<file path="src/rtl/cdb_arbiter_if.sv">
// Handshake bundle between the reservation-station completion vectors and the CDB arbiter.
// The bench or upstream logic uses the master side. The arbiter uses the slave side.
interface cdb_arbiter_if #(
    parameter int NUM_REQ = 8
);
    logic [NUM_REQ-1:0] req;
    logic               stall;
    logic               flush;
    logic [31:0]        selection;
    logic               sel_load;
    logic [NUM_REQ-1:0] grant;
    logic [15:0]        grant_count;

    modport master (
        output req, stall, flush,
        input  selection, sel_load, grant, grant_count
    );

    modport slave (
        input  req, stall, flush,
        output selection, sel_load, grant, grant_count
    );
endinterface

</file>
<file path="src/rtl/cdb_arbiter.sv">
// Round-robin common-data-bus arbiter: each cycle it grants one completed station.
// A one-cycle mask blocks the station granted last so its result is not broadcast twice.
module cdb_arbiter #(
    parameter int NUM_REQ = 8,
    parameter int BASE_ID = 1
) (
    input  logic          clk,
    input  logic          rst_n,
    cdb_arbiter_if.slave  bus
);
    localparam int PTR_W = $clog2(NUM_REQ);

    logic [PTR_W-1:0]   ptr_p1;
    logic [NUM_REQ-1:0] mask_p1;
    logic [31:0]        selection_p1;
    logic               vld_p1;
    logic [NUM_REQ-1:0] grant_p1;
    logic [15:0]        count_p1;

    logic [NUM_REQ-1:0] eligible_p0;
    logic               hi_vld_p0;
    logic               lo_vld_p0;
    logic [PTR_W-1:0]   hi_idx_p0;
    logic [PTR_W-1:0]   lo_idx_p0;
    logic               win_vld_p0;
    logic [PTR_W-1:0]   win_idx_p0;

    function automatic logic [PTR_W-1:0] next_ptr(input logic [PTR_W-1:0] idx);
        if (int'(idx) == NUM_REQ - 1)
            return '0;
        return idx + PTR_W'(1);
    endfunction

    // Stage p0: select the winner from the requests and the registered ptr/mask.
    // The loop scans from the top index down, so the last match it keeps is the lowest index.
    always_comb begin
        eligible_p0 = bus.req & ~mask_p1;
        hi_vld_p0   = 1'b0;
        lo_vld_p0   = 1'b0;
        hi_idx_p0   = '0;
        lo_idx_p0   = '0;
        for (int i = NUM_REQ - 1; i >= 0; i--) begin
            if (eligible_p0[i]) begin
                if (PTR_W'(i) >= ptr_p1) begin
                    hi_vld_p0 = 1'b1;
                    hi_idx_p0 = PTR_W'(i);
                end else begin
                    lo_vld_p0 = 1'b1;
                    lo_idx_p0 = PTR_W'(i);
                end
            end
        end
        win_vld_p0 = hi_vld_p0 | lo_vld_p0;
        win_idx_p0 = hi_vld_p0 ? hi_idx_p0 : lo_idx_p0;
    end

    // Stage p1: registered grant outputs. Flush takes priority over stall.
    always_ff @(posedge clk or negedge rst_n) begin
        if (!rst_n) begin
            ptr_p1       <= '0;
            mask_p1      <= '0;
            selection_p1 <= '0;
            vld_p1       <= 1'b0;
            grant_p1     <= '0;
            count_p1     <= '0;
        end else if (bus.flush) begin
            ptr_p1       <= '0;
            mask_p1      <= '0;
            selection_p1 <= '0;
            vld_p1       <= 1'b0;
            grant_p1     <= '0;
        end else if (!bus.stall) begin
            if (win_vld_p0) begin
                ptr_p1       <= next_ptr(win_idx_p0);
                mask_p1      <= NUM_REQ'(1) << win_idx_p0;
                grant_p1     <= NUM_REQ'(1) << win_idx_p0;
                selection_p1 <= 32'(BASE_ID + int'(win_idx_p0));
                vld_p1       <= 1'b1;
                count_p1     <= count_p1 + 16'd1;
            end else begin
                mask_p1      <= '0;
                grant_p1     <= '0;
                selection_p1 <= '0;
                vld_p1       <= 1'b0;
            end
        end
    end

    assign bus.selection   = selection_p1;
    assign bus.sel_load    = vld_p1;
    assign bus.grant       = grant_p1;
    assign bus.grant_count = count_p1;
endmodule

</file>
<file path="src/flat_wrapper.sv">
// flat-port wrapper written by rule: the top's interface ports become plain ports
module cdb_arbiter_flat 
#(
    parameter int NUM_REQ = 8,
    parameter int BASE_ID = 1
)
  (clk, rst_n, bus_req, bus_stall, bus_flush, bus_selection, bus_sel_load, bus_grant, bus_grant_count);
  cdb_arbiter_if #(.NUM_REQ(NUM_REQ)) bus_i ();
  input  logic clk;
  input  logic rst_n;
  input wire logic [$bits(bus_i.req)-1:0] bus_req;
  input wire logic [$bits(bus_i.stall)-1:0] bus_stall;
  input wire logic [$bits(bus_i.flush)-1:0] bus_flush;
  output wire logic [$bits(bus_i.selection)-1:0] bus_selection;
  output wire logic [$bits(bus_i.sel_load)-1:0] bus_sel_load;
  output wire logic [$bits(bus_i.grant)-1:0] bus_grant;
  output wire logic [$bits(bus_i.grant_count)-1:0] bus_grant_count;
  assign bus_i.req = bus_req;
  assign bus_i.stall = bus_stall;
  assign bus_i.flush = bus_flush;
  assign bus_selection = bus_i.selection;
  assign bus_sel_load = bus_i.sel_load;
  assign bus_grant = bus_i.grant;
  assign bus_grant_count = bus_i.grant_count;
  cdb_arbiter #(.NUM_REQ(NUM_REQ), .BASE_ID(BASE_ID)) u_core (.clk(clk), .rst_n(rst_n), .bus(bus_i));
endmodule
</file>
<file path="config.mk">
export PLATFORM = sky130hd
export DESIGN_NAME = cdb_arbiter_flat
export DESIGN_NICKNAME = d
export VERILOG_FILES = /design/src/rtl/cdb_arbiter_if.sv /design/src/rtl/cdb_arbiter.sv /design/src/flat_wrapper.sv
export SDC_FILE = /design/constraint.sdc
export NUM_CORES = 1
export LEC_CHECK = 0
export ABC_AREA = 1
export BUFFER_PORTS_ARGS = -buffer_cell sky130_fd_sc_hd__buf_4
export CORE_ASPECT_RATIO = 1.75
export CORE_UTILIZATION = 55
export DETAILED_ROUTE_END_ITERATION = 10
export PLACE_DENSITY = 0.95
export SETUP_SLACK_MARGIN = 0.02
export SLEW_MARGIN = 40
export SYNTH_ARGS = -nofsm -noshare
export SYNTH_HDL_FRONTEND = slang
export SYNTH_SLANG_ARGS = --single-unit
</file>
<file path="constraint.sdc">
create_clock -name clk -period 3.09 [get_ports clk]
set_input_delay 0.4635 -clock clk [delete_from_list [all_inputs] [get_ports clk]]
set_output_delay 0.4635 -clock clk [all_outputs]
set_load 0.005 [all_outputs]
</file>
==> summary.md <==
| Metric | Value |
|---|---|
| DR iter-0 viols | 46 |
| Worst path required time | around 3300 ps |
| Row count | 30 |
| Result of the run | finished, final reports clean |
| Nature of the critical path endpoint | register |
| Clock sink total | 32 |
| Total of buffers placed on input and output ports | 40 |
| Total Negative Setup Slacks | 0 ps |
| Critical Path Source Type | register |
| Cells resized by post-CTS repair | 0 |
| Register bit total from synthesis | 32 |
| Predominant post-synthesis flop cell | sky130_fd_sc_hd__dfrtp_1 |
| Worst Path Buf+Inv | 1 |
| Fill cell count | 342 |
| Die Span X | 50.7 µm |
| Most frequent cells in the layout | 100 x sky130_fd_sc_hd__nand2_1, 40 x sky130_fd_sc_hd__buf_4, 36 x sky130_fd_sc_hd__inv_1, 32 x sky130_fd_sc_hd__dfrtp_1, 28 x sky130_fd_sc_hd__conb_1 |
| Worst Path Max Fanout | 8 |
| Top cells by area, synth | sky130_fd_sc_hd__dfrtp_1 35%, sky130_fd_sc_hd__nand2_1 16%, sky130_fd_sc_hd__buf_4 9.5% |
| Top cell family by delay on the critical path | simple AND/OR/NAND/NOR gates |
| Net switching power | a little over 0.6 mW |
| Post-Syn Area | approximately 2300 µm² |
| Sequential element share of the synthesized area | between 30% and 40% |
| Final setup skew | ~13 ps |
| CTS clock-pin slew for the worst setup and hold paths | 80 ps |
| Fraction of layout instances using a drive strength above 1 | 18.8% |
| Starting Density | approximately 58% |
| Residual antenna-violating net count after detailed routing | 0 |
| Path type of the worst min-delay path | in -> async |
| Multi-input gate area in the final layout | 1180 µm² |
| Crit share post-route | 74.1% |
| Final Net Count | between 300 and 400 |
| Power share of the combinational group | a little under two fifths |
| Maximum clock path buffer count | 2 |
| CP max-delay cell | sky130_fd_sc_hd__dfrtp_1 |
| Post-synthesis to final-layout area growth | 13.9% |
| Via count of the first global-routing pass | 1,959 |
| Ant diodes | 0 |
| Final setup violation count | 0 |
| Boundary Pins | just under 70 |
| Yosys warnings | 0 |
| Vias per cell | approximately 5.2 |
| Total of max-cap violations | 0 |
| Avg Synthesized Cell Area | 7.18 µm² |
| Most area-hungry cell type in the Yosys netlist | sky130_fd_sc_hd__dfrtp_1 |
| Total wire length after detailed routing | 5220 µm |
| Master cell of the clock root buffer | sky130_fd_sc_hd__clkbuf_8 |
| Final hold slack | 106 ps |
| Category of the most critical setup path | reg -> reg |
| Max-slew violation total from the final report | 0 |
| Power density over the cells | 612 nW/µm² |
| Area taken by flip-flops and latches | 801 µm² |
| Static Leakage | 1.42 nW |
| Clk pwr share | approximately 25% |
| First-pass detailed-route iteration total | 5 |
| Hold Fails Final Rpt | 0 |
| Worst path most repeated cell | sky130_fd_sc_hd__nand2_1 |
| Max incr delay on CP | 500 ps |
| Time the worst path needs with I/O delays and setup | 2290 ps |
| Data arrival time of the worst path | 2520 ps |
| Hold-fix buffer count after cts | 0 |
| Final worst slack | 800 ps |
| Routed vias | 2,118 |
| Final HPWL DP | approximately 4100 µm |
| Area of the die | 4420 µm² |
| Commonest non-fill, non-tap cell in the layout | sky130_fd_sc_hd__nand2_1 |
| All-Layer GR Usage | between 20% and 30% |
| TritonCTS clock tree | done |
| # H-tree levels | 2 |
| Die height | 87.2 µm |
| Number of flops mapped to enable cells by yosys | 0 |
| Core Area | 3940 µm² |
| Number of DRC violations after detailed routing | 0 |
| Setup Buffers After CTS | 0 |
| Sequential Power Share | 36.8% |
| Internal | 0.981 mW |
| Worst IR Drop VDD | about 0.44 mV |
| Drt wl/cell | 12.8 µm |
| Setup repair after global routing missed its margin | false |
| Global-route wire length before repair | 8250 µm |
| Top achievable clock speed | 0.437 GHz |
| Maximum number of pins on one net before global-route repair | 33 |
| Synth top area share | 35.1% |
| Synth Instances | 318 |
| Antenna violations before repair | 0 |
| Global placement routability congestion | between 0.9 and 1 |
| Cells along the critical path | nor2_4 > nand2_1 > o21ai_0 > nor2_1 > nand2_2 > nand2_1 > nand2_1 > inv_1 > ha_1 > ha_1 > nor3_1 > nand2_1 > nand2_1 |
| Distinct cell type count after synthesis | 27 |
| FFs w/ async S/R, synth | between 90% and 100% |
| Remaining global-route overflow | 0 |
| Clock latency on the worst-skew pair | roughly 290 ps |
| Share of total power consumed by net switching | 38.3% |
| Place WS | 811 ps |
| TritonCTS Buffers | 5 |
-- final cells by class --
cell class | count | share of cell area [%]
multi-input combinational | 242 | 45.6
sequential | 32 | 30.8
timing repair buffer | 40 | 11.5
inverter | 39 | 5.63
clock buffer | 6 | 2.79
tap | 48 | 2.31
clock inverter | 2 | 1.35
-- through the flow --
step,utilization (%),total power [mW],instance area (µm²),std cells
floorplan,-,0.994,2380,345
global placement,63.2,1.18,2490,401
detailed placement,63.2,1.20,2490,401
CTS,66.0,1.59,2600,409
global route,66.0,1.70,2600,409
finish,66.0,1.59,2600,409
-- cells by family (layout without fill, tap and decap cells) --
kind of cell	after synthesis	count (layout)	share of synthesized area [%]
AOI/OAI and AO/OA	26	26	6.63
xor gates and xnor gates	9	9	3.45
adders and majority gates	7	7	3.84
buffers and inverters	71	87	17.4
DFF	32	32	35.1
other	1	28	0.164
and+or+nand+nor	172	172	33.4
-- layer usage --
metal	part of all wire (%)	wire, µm	up-vias	track usage [%]
li1	-	-	1020	-
met1	35	1840	997	24.5
met2	57	3000	82	48.1
met3	3.6	186	19	3.14
met4	3.8	197	0	16.7
met5	0	0	-	0
-- state kept, by name, indices dropped and copies added (netlist names) --
name	count
u_core.bus.grant_count	16
u_core.bus.sel_load	1
u_core.bus.selection	4
u_core.mask_p1	8
u_core.ptr_p1	3
-- cell usage after synthesis (2+ instances only) --
master and n:
sky130_fd_sc_hd__xnor2_1 7, sky130_fd_sc_hd__o21ai_2 3, sky130_fd_sc_hd__nand2_2 6, sky130_fd_sc_hd__nor2_1 23, sky130_fd_sc_hd__inv_1 36, sky130_fd_sc_hd__o21ai_1 5
sky130_fd_sc_hd__dfrtp_1 32, sky130_fd_sc_hd__nand2_1 100, sky130_fd_sc_hd__buf_6 3, sky130_fd_sc_hd__nand4_1 5, sky130_fd_sc_hd__a21oi_1 2, sky130_fd_sc_hd__ha_1 7
sky130_fd_sc_hd__nor2_4 2, sky130_fd_sc_hd__buf_4 29, sky130_fd_sc_hd__nor2_2 3, sky130_fd_sc_hd__nand3_1 21, sky130_fd_sc_hd__inv_2 2, sky130_fd_sc_hd__o21ai_0 15
sky130_fd_sc_hd__xor2_1 2, sky130_fd_sc_hd__nand3_2 2, sky130_fd_sc_hd__nor3_1 7
-- worst paths after layout --
check | to | cells past startpoint | slack, ps | from
min in group clk | u_core.ptr_p1[1]$_DFFE_PN0P_ | 4 | 470 | bus_flush
max in group asynchronous | u_core.bus.grant_count[2]$_DFFE_PN0P_ | 1 | 2670 | rst_n
hold / removal | u_core.bus.selection[0]$_DFFE_PN0P_ | 1 | 110 | rst_n
setup / recovery | u_core.ptr_p1[1]$_DFFE_PN0P_ | 13 | 800 | u_core.ptr_p1[2]$_DFFE_PN0P_
setup reg to reg | u_core.ptr_p1[1]$_DFFE_PN0P_ | 13 | 800 | u_core.ptr_p1[2]$_DFFE_PN0P_
hold reg to reg | u_core.bus.sel_load$_DFFE_PN0P_ | 2 | 500 | u_core.bus.sel_load$_DFFE_PN0P_
-- power by group through the flow --
stage | clock, mW | combinational [mW] | sequential, mW
finish | 0.394 | 0.611 | 0.586
global route | 0.416 | 0.689 | 0.600
CTS | 0.401 | 0.609 | 0.584
detailed placement | 0 | 0.606 | 0.591
global placement | 0 | 0.588 | 0.589
floorplan | 0 | 0.419 | 0.575
-- worst register-to-register path: cells and delay by family (launching register included) --
kind	cells	cell delay, ps
buffers and inverters	1	80
AO/OA/AOI/OAI	1	200
flip-flops	1	500
AND/OR/NAND/NOR	9	1030
adder cells (fa/ha/maj)	2	430
Power figures use the tool's default switching activity.
